`src/rtl/seq_divider.sv`:
```
// Sequential unsigned restoring divider.
// One quotient bit is produced per clock, MSB first, so a division with a
// nonzero divisor takes exactly `bus` cycles in RUN. A zero divisor bypasses
// RUN and reports quotient = all ones, remainder = dividend.
// The result registers keep their values until the next result is loaded.
module seq_divider #(
   parameter int bus = 8
) (
   input  logic           clk,
   input  logic           rst,
   input  logic           start,
   input  logic [bus-1:0] dividend,
   input  logic [bus-1:0] divisor,
   output logic [bus-1:0] quotient,
   output logic [bus-1:0] remainder,
   output logic           busy,
   output logic           done,
   output logic           div_by_zero,
   output logic           zero
);

   localparam int             CW   = $clog2(bus + 1);
   localparam logic [CW-1:0]  LAST = CW'(bus - 1);

   typedef enum logic [1:0] {
      IDLE = 2'd0,
      RUN  = 2'd1,
      DONE = 2'd2
   } state_t;

   state_t          state_q;
   logic [bus-1:0]  dvd_q;      // dividend bits still to consume; quotient bits shift in at the LSB
   logic [bus-1:0]  dvs_q;      // divisor latched on the accepting edge
   logic [bus-1:0]  rem_q;      // partial remainder
   logic [CW-1:0]   cnt_q;      // iteration counter
   logic [bus-1:0]  quo_out_q;
   logic [bus-1:0]  rem_out_q;
   logic            busy_q;
   logic            done_q;
   logic            dbz_q;
   logic            zero_q;

   logic [bus:0]    trial_d;
   logic [bus:0]    diff_d;
   logic            qbit_d;
   logic [bus-1:0]  rem_d;
   logic [bus-1:0]  dvd_d;

   // One restoring-division step: shift in the next dividend bit, trial-subtract the divisor
   always_comb begin
      trial_d = {rem_q, dvd_q[bus-1]};
      diff_d  = trial_d - {1'b0, dvs_q};
      qbit_d  = 1'b0;
      rem_d   = trial_d[bus-1:0];
      if (diff_d[bus] == 1'b0) begin
         // Non-negative difference: keep it. The remainder stays below the
         // divisor, so the difference always fits in bus bits.
         qbit_d = 1'b1;
         rem_d  = diff_d[bus-1:0];
      end else begin
         // Negative: restore. The trial value is then below the divisor and fits in bus bits.
         qbit_d = 1'b0;
         rem_d  = trial_d[bus-1:0];
      end
      dvd_d = {dvd_q[bus-2:0], qbit_d};
   end

   // Control FSM with the datapath registers and registered outputs
   always_ff @(posedge clk or posedge rst) begin
      if (rst) begin
         state_q   <= IDLE;
         dvd_q     <= {bus{1'b0}};
         dvs_q     <= {bus{1'b0}};
         rem_q     <= {bus{1'b0}};
         cnt_q     <= {CW{1'b0}};
         quo_out_q <= {bus{1'b0}};
         rem_out_q <= {bus{1'b0}};
         busy_q    <= 1'b0;
         done_q    <= 1'b0;
         dbz_q     <= 1'b0;
         zero_q    <= 1'b1;
      end else begin
         done_q <= 1'b0;
         case (state_q)
            IDLE: begin
               if (start) begin
                  if (divisor != {bus{1'b0}}) begin
                     dvd_q   <= dividend;
                     dvs_q   <= divisor;
                     rem_q   <= {bus{1'b0}};
                     cnt_q   <= {CW{1'b0}};
                     busy_q  <= 1'b1;
                     state_q <= RUN;
                  end else begin
                     // An all-ones quotient is never zero because bus >= 2.
                     quo_out_q <= {bus{1'b1}};
                     rem_out_q <= dividend;
                     dbz_q     <= 1'b1;
                     zero_q    <= 1'b0;
                     done_q    <= 1'b1;
                     state_q   <= DONE;
                  end
               end else begin
                  state_q <= IDLE;
               end
            end
            RUN: begin
               rem_q <= rem_d;
               dvd_q <= dvd_d;
               cnt_q <= cnt_q + CW'(1);
               if (cnt_q == LAST) begin
                  quo_out_q <= dvd_d;
                  rem_out_q <= rem_d;
                  dbz_q     <= 1'b0;
                  zero_q    <= (dvd_d == {bus{1'b0}});
                  done_q    <= 1'b1;
                  busy_q    <= 1'b0;
                  state_q   <= DONE;
               end else begin
                  state_q <= RUN;
               end
            end
            DONE: begin
               state_q <= IDLE;
            end
            default: begin
               busy_q  <= 1'b0;
               state_q <= IDLE;
            end
         endcase
      end
   end

   assign quotient    = quo_out_q;
   assign remainder   = rem_out_q;
   assign busy        = busy_q;
   assign done        = done_q;
   assign div_by_zero = dbz_q;
   assign zero        = zero_q;

endmodule

```
`config.mk`:
```
export PLATFORM = sky130hd
export DESIGN_NAME = seq_divider
export DESIGN_NICKNAME = d
export VERILOG_FILES = /design/src/rtl/seq_divider.sv
export SDC_FILE = /design/constraint.sdc
export NUM_CORES = 1
export LEC_CHECK = 0
export ABC_AREA = 0
export CORE_MARGIN = 3
export CORE_UTILIZATION = 48
export DETAILED_ROUTE_END_ITERATION = 16
export HOLD_SLACK_MARGIN = 0.12
export PLACE_DENSITY = 0.78
export SETUP_SLACK_MARGIN = 0.05
export SLEW_MARGIN = 20
export SYNTH_ARGS = -nofsm -noshare
export SYNTH_HDL_FRONTEND = slang
export SYNTH_SLANG_ARGS = --single-unit
```
`constraint.sdc`:
```
create_clock -name clk -period 2.4 [get_ports clk]
set_clock_uncertainty 0.05 [all_clocks]
set_input_delay 0.36 -clock clk [delete_from_list [all_inputs] [get_ports clk]]
set_output_delay 0.36 -clock clk [all_outputs]
set_load 0.1 [all_outputs]
```
---- Word level (Yosys, flattened, before mapping) ----
Index checks and enable logic that the tools add are counted.
storage, ports and cells
  bits in registers ....................... 50
  output and inout bits ................... 20
cells by class
  $add $sub $neg .......................... 2
  equality and inequality tests ........... 7
  mux-type cells .......................... 38
  bitwise operators ....................... 1
  reduce and logical (&&, ||, !) cells .... 8
operator list
  kind                   number
  $mux W8                11
  $pmux W8 S2            4
  $mux W1                12
  $sub A9 B8 Y9          1
  $logic_not A8 Y1       1
  $mux W4                2
  $ne A2 B2 Y1 const B   4
  $pmux W4 S2            1
  $reduce_and A4 Y1      2
  $reduce_bool A8 Y1     1
  $mux W2                3
  $pmux W1 S2            3
  $reduce_and A3 Y1      2
  $add A4 B1 Y4 const B  1
  $eq A4 B3 Y1 const B   1
  $pmux W2 S2            1
  $pmux W1 S3            1
  $eq A2 B1 Y1 const B   1
  $eq A2 B2 Y1 const B   1
  $logic_not A2 Y1       1
  $reduce_bool A2 Y1     1
  $not A1 Y1             1

---- Logic depth before layout (Yosys ltp) ----
Gate-level depths: netlist of the first run.
  word-level depth ........................ 5
  gate-level depth with buffers ........... 11

---- Worst setup path before layout of the first run ----
OpenSTA, ideal clock, no wires.
  path type ............................... register to register
  start point ............................. reg dvd_q[7]
  end point ............................... reg rem_out_q[4], in the netlist remainder[4]
  setup time .............................. 126 ps
  data arrival time ....................... 2256 ps
  path slack .............................. -32 ps
  stages on the path, launching flop included .. 12
  buffers on the path ..................... 1
  period minus slack after synthesis ...... 2432 ps
  cells stage by stage .................... dfrtp_1 inv_1 ha_1 inv_1 fa_1 a211oi_2 nor3_2 mux2i_1 nor2_1 buf_6 nor3_2 o32a_1
on the way
  longest elaborated chain between the ends .. 4
RTL lines
  element                 RTL line  source
  from (decl)             32        logic [bus-1:0] dvd_q;
  from (signal assigned)  72        dvd_q <= {bus{1'b0}};
  from (signal assigned)  88        dvd_q <= dividend;
  from (signal assigned)  109       dvd_q <= dvd_d;
  $sub A9 B8 Y9           52        diff_d = trial_d - {1'b0, dvs_q};
  $mux W8                 55        if (diff_d[bus] == 1'b0) begin
  $mux W8                 111       if (cnt_q == LAST) begin
  $pmux W8 S2             84        case (state_q)
  to (signal assigned)    77        rem_out_q <= {bus{1'b0}};
  to (signal assigned)    97        rem_out_q <= dividend;
  to (signal assigned)    113       rem_out_q <= rem_d;
  to (decl)               37        logic [bus-1:0] rem_out_q;
No other way between the ends. The select of a mux whose other input is x is not followed.
A chain may end at the register's enable or synchronous reset.

---- Worst setup path in the final report of the first run ----
Ends and elaborated chain as after synthesis.

==> results of run 1 <==
[metal layers]
layer  routed length (µm)  GRT usage  share of wire
met5                    0          0              0
met4                   90     0.0542          0.014
met3                  297     0.0505          0.048
met2                 3130      0.379           0.50
met1                 2730      0.275           0.44
[final cells by class]
| class | instances | area, µm² |
|---|---|---|
| Sequential cell | 49 | 1230 |
| Inverter | 13 | 48.8 |
| Timing Repair Buffer | 61 | 528 |
| Multi-Input combinational cell | 181 | 1280 |
| Clock buffer | 6 | 82.6 |
| Tap cell | 67 | 83.8 |
| Fill cell | 403 | 1620 |
| Clock inverter | 2 | 37.5 |
[cells in the final DEF (no fill, tap or decap), types with 2 or more instances in the layout]
master | synthesis | layout
o21ai_1 | 0 | 3
and2_1 | 2 | 2
or4_4 | 2 | 2
a21o_1 | 5 | 5
xor2_1 | 4 | 4
a41oi_2 | 3 | 3
a211o_1 | 2 | 2
nand2_1 | 33 | 33
xnor2_1 | 2 | 2
clkbuf_8 | 0 | 6
nand4_1 | 2 | 2
clkdlybuf4s50_1 | 0 | 18
nand2b_1 | 3 | 3
or3_4 | 0 | 2
a21oi_1 | 9 | 7
mux2i_2 | 0 | 2
ha_1 | 9 | 8
buf_4 | 0 | 41
dfrtp_1 | 48 | 48
a21oi_2 | 2 | 4
o21ai_0 | 19 | 16
a211oi_1 | 3 | 3
inv_2 | 0 | 3
nand3_2 | 1 | 4
inv_1 | 13 | 10
nor2_1 | 26 | 26
a31oi_1 | 7 | 7
nand3_1 | 8 | 5
buf_12 | 0 | 2
o22a_1 | 6 | 6
o22ai_1 | 4 | 4
mux2i_1 | 5 | 2
[stage by stage]
step | TNS [ns] | instances | utilization
3_3_place_gp | -0.0431 | 367 | 0.623
3_5_place_dp | -0.270 | 367 | 0.623
4_1_cts | -0.00916 | 380 | 0.663
2_1_floorplan | 0 | 252 | -
6_report | -0.106 | 379 | 0.670
5_1_grt | -1.42 | 379 | 0.670
[worst max-delay path, stage by stage (launching register included)]
cell and delay [ns]:
dfrtp_1 0.39, inv_2 0.08, ha_4 0.13, inv_2 0.03, fa_2 0.36, a211oi_4 0.25, nor3_2 0.09, mux2i_1 0.20
nor2_1 0.09, buf_4 0.16, and3_4 0.18, o32a_1 0.32
[logic make-up (layout without fill, tap and decap cells)]
family / after synthesis / in the layout / synth area share
and+or+nand+nor: 89 / 89 / 0.170
AOI/OAI and AO/OA: 69 / 69 / 0.197
DFF: 49 / 49 / 0.487
buffers and inverters: 22 / 82 / 0.0427
adders and majority gates: 10 / 10 / 0.0526
muxes: 7 / 7 / 0.0303
xor gates and xnor gates: 6 / 6 / 0.0209
[what timing repair did]
action,4_1_cts,5_1_grt
resized for setup,7,12
hold buffers,0,0
gates cloned,0,0
setup endpoints to repair,15,18
pin swaps,9,5
setup buffers,5,2
[final timing paths]
path	to	slack, ns	start	depth (start not counted)
max in group asynchronous	zero	1.35	rst	3
min in group clk	zero	0.43	zero	2
setup reg to reg	remainder[4]	-0.04	dvd_q[7]	11
hold / removal	quotient[3]	0.36	rst	2
hold reg to reg	zero	0.43	zero	2
setup / recovery	remainder[4]	-0.04	dvd_q[7]	11
[sequential cells by signal, summed over array words and instances, names as in the netlist]
| signal | flops |
|---|---|
| cnt_q | 4 |
| div_by_zero | 1 |
| dvd_q | 8 |
| state_q | 1 |
| remainder | 8 |
| zero | 1 |
| done | 1 |
| dvs_q | 8 |
| busy | 1 |
| quotient | 8 |
| rem_q | 8 |
==> impl_metrics.yaml, run 1 <==
logic_synthesis:
  yosysTopAreaCell: "dfrtp_1"
  ys_top_cells_by_count: "48 x dfrtp_1, 33 x nand2_1, 26 x nor2_1"
  syn_area_per_cell_um2: 10.0
  synth_area_leaders: "dfrtp_1 48%, nand2_1 4.9%, ha_1 4.5%, nor2_1 3.9%, o21ai_0 3.8%"
  yosys_warnings: 0
  ys_seq_area_frac: 0.487
  ys_seq_elements: 49
  async_flop_share: 1.00
  yosysMostFrequentCell: "dfrtp_1"
  synth_enable_flop_cells: 0
  post-synth-top-area-fraction: 0.477
  synthesis.area_um2: 2520
  synthDistinctLibCells: 50
  ys.flop_type: "dfrtp_1"
  synthCells: 252
  syn_nets: 281
detailed_routing:
  ant_nets: 0
  dr.pass1.iters: 4
  vias_per_cell: 5.52
  drt_wl_total_mm: 6.25
  vias: 2093
  first_iter_violations: 115
  drc_errors: 0
  avgRoutedWirePerCell_um: 16.5
placement:
  place_area_um2: 3060
  gp_congestion: 0.885
  dp_hpwl_mm: 4.48
  io_buffers: 38
  place_ws_ns: -0.0794
worst_setup_path:
  worst_ep_required_time_ns: 2.55
  worstPathArrival_ns: 2.59
  cp-start-kind: "flip-flop"
  crit_path_end_kind: "flip-flop"
  crit_type: "flip-flop to flip-flop"
  crit_fanout: 6
sta:
  finalHoldViolCount: 0
  relSlewSlack: 0.433
  finalWorstSetupSlack_ns: -0.0413
  whs_ns: 0.362
  maxSlewViolCount: 0
  rsz0062_at_grt: "true"
  max_slew.worst_pin.slew_ns: 0.848
  fmax_ghz: 0.410
  fin_crit_ns: 2.44
  period_share: 1.02
  setup_viol: 4
clock_tree:
  htreeDepth: 2
  clk_pin_slew_worst_paths_ns: 0.09
  cts_sinks: 49
  cts_tree: "built"
  clk_path_buf_depth: 2
  cts_inserted_buffers: 5
  insertion_delay_ns: 0.31
  cts_root_buffer: "clkbuf_8"
final_layout:
  nNetsFinal: 340
  antenna_cells: 0
  drive_gt1_frac: 0.276
  design_area_um2: 3290
  area_delta_synth_final_pct: 30.6
floorplanning:
  ioPinCount: 39
  dieArea_um2: 6160
  die_w_um: 78.5
  start_util: 0.513
  rows: 25
  coreArea_um2: 4910
  die_height_um: 78.5
flow_run:
  drv_cap: 0
global_route:
  grt_max_degree: 26
  grt_pass1_vias: 2148
  globalRouteOverflowTotal: 0
  grt_pass1_wl_mm: 10.4
  antenna_found_initial: 0
  grt.total_usage: 0.218
min_path:
  hold_class: "primary input to asynchronous set/reset pin"
run_status:
  status: "finished with violations"
  violations: "setup timing"
Power of run 1 is left out: the tool's default activity adds up to more than one toggle a clock period on the data nets, which glitch-free logic cannot reach.
==> run 2, diff against run 1 <==
Settings changed: ABC_CLOCK_PERIOD_IN_PS set to 2400.
==> results of run 2 <==
Same layout as run 1: the final DEF is identical, and so are final timing and power.
Power of run 2 is left out for the same reason.
==> run 3, diff against run 2 <==
Settings changed: PLACE_DENSITY 0.78 to unset, PLACE_DENSITY_LB_ADDON set to 0.2.
==> impl_metrics.yaml, run 3 (synthesis gave the netlist of run 1 again) <==
placement:
  gp_congestion: 0.848
  io_buffers: 38
  dp_hpwl_mm: 4.42
detailed_routing:
  first_iter_violations: 180
  ant_nets: 0
  drt_wl_total_mm: 6.09
  drc_errors: 0
  vias_per_cell: 5.46
  vias: 2108
  dr.pass1.iters: 4
  avgRoutedWirePerCell_um: 15.8
run_status:
  status: "finished with violations"
  violations: "setup timing"
global_route:
  grt_pass1_wl_mm: 10.2
  grt_pass1_vias: 2067
  grt_max_degree: 26
  grt.total_usage: 0.213
  globalRouteOverflowTotal: 0
  antenna_found_initial: 0
clock_tree:
  cts_root_buffer: "clkbuf_8"
  clk_path_buf_depth: 2
  clk_pin_slew_worst_paths_ns: 0.09
  insertion_delay_ns: 0.31
  htreeDepth: 2
  cts_sinks: 49
  cts_tree: "built"
  cts_inserted_buffers: 5
  hold_buffers: 0
sta:
  fin_crit_ns: 2.48
  relSlewSlack: 0.557
  max_slew.worst_pin.slew_ns: 0.662
  whs_ns: 0.158
  finalWorstSetupSlack_ns: -0.0836
  setup_viol: 11
  rsz0062_at_grt: "true"
  tns_ns: -0.558
  fmax_ghz: 0.403
  period_share: 1.03
  maxSlewViolCount: 0
  finalHoldViolCount: 0
worst_setup_path:
  crit_fanout: 6
  cp-start-kind: "flip-flop"
  worstPathArrival_ns: 2.63
  crit_path_end_kind: "flip-flop"
  crit_type: "flip-flop to flip-flop"
  worst_ep_required_time_ns: 2.55
  r2r_cells: 13
final_layout:
  layout_commonest_cell: "dfrtp_1"
  final_cell_mix: "48 x dfrtp_1, 45 x buf_4, 33 x nand2_1"
  final_core_util: 0.681
  drive_gt1_frac: 0.288
  nNetsFinal: 347
  area_delta_synth_final_pct: 32.7
  antenna_cells: 0
  fill_cells: 377
floorplanning:
  rows: 25
  die_height_um: 78.5
  coreArea_um2: 4910
  ioPinCount: 39
  dieArea_um2: 6160
  die_w_um: 78.5
  start_util: 0.513
min_path:
  hold_class: "primary input to asynchronous set/reset pin"
flow_run:
  drv_cap: 0
## run 3: worst paths after layout
check	startpoint	endpoint	slack (ns)
setup / recovery	dvd_q[7]	rem_q[7]	-0.08
hold / removal	rst	quotient[5]	0.16
setup reg to reg	dvd_q[7]	rem_q[7]	-0.08
hold reg to reg	zero	zero	0.43
max in group asynchronous	rst	zero	1.60
min in group clk	zero	zero	0.43
## run 3: timing repair
action | 4_1_cts | 5_1_grt
pin swaps | 7 | 4
gates resized for setup | 12 | 12
endpoints found under the hold margin | 0 | 0
setup buffers | 7 | 2
setup endpoints to repair | 16 | 18
## run 3: cell type report
cell class	instances	area, µm²	area share
tap	67	83.8	0.0251
timing repair buffer	68	592	0.177
sequential	49	1230	0.367
multi-input combinational	181	1280	0.383
inverter	13	48.8	0.0146
clock buffer	5	68.8	0.0206
clock inverter	3	43.8	0.0131
## run 3: critical path: stages (launching register included)
cell and delay [ns]:
dfrtp_1 0.39, inv_2 0.08, ha_4 0.14, inv_2 0.03
fa_2 0.36, a211oi_4 0.24, nor3_2 0.08, mux2i_1 0.25
nor2_1 0.09, buf_6 0.14, buf_6 0.13, buf_6 0.11
mux2i_2 0.18, o22ai_1 0.11
## run 3: metal layers
metal | up-vias | global-route usage | wire, µm
li1 | 1036 | - | -
met1 | 1016 | 0.276 | 2660
met5 | - | 0 | 0
met2 | 47 | 0.354 | 3090
met4 | 0 | 0.0717 | 83
met3 | 9 | 0.0447 | 259
## run 3: through the flow
step | std cells | cell area (µm²) | setup slack, ns
floorplan | 252 | 2530 | 0.0207
global placement | 369 | 3060 | -0.0633
detailed placement | 369 | 3060 | -0.118
CTS | 384 | 3270 | -0.0459
global route | 386 | 3340 | -0.227
finish | 386 | 3340 | -0.0836
Power of run 3 is left out for the same reason.
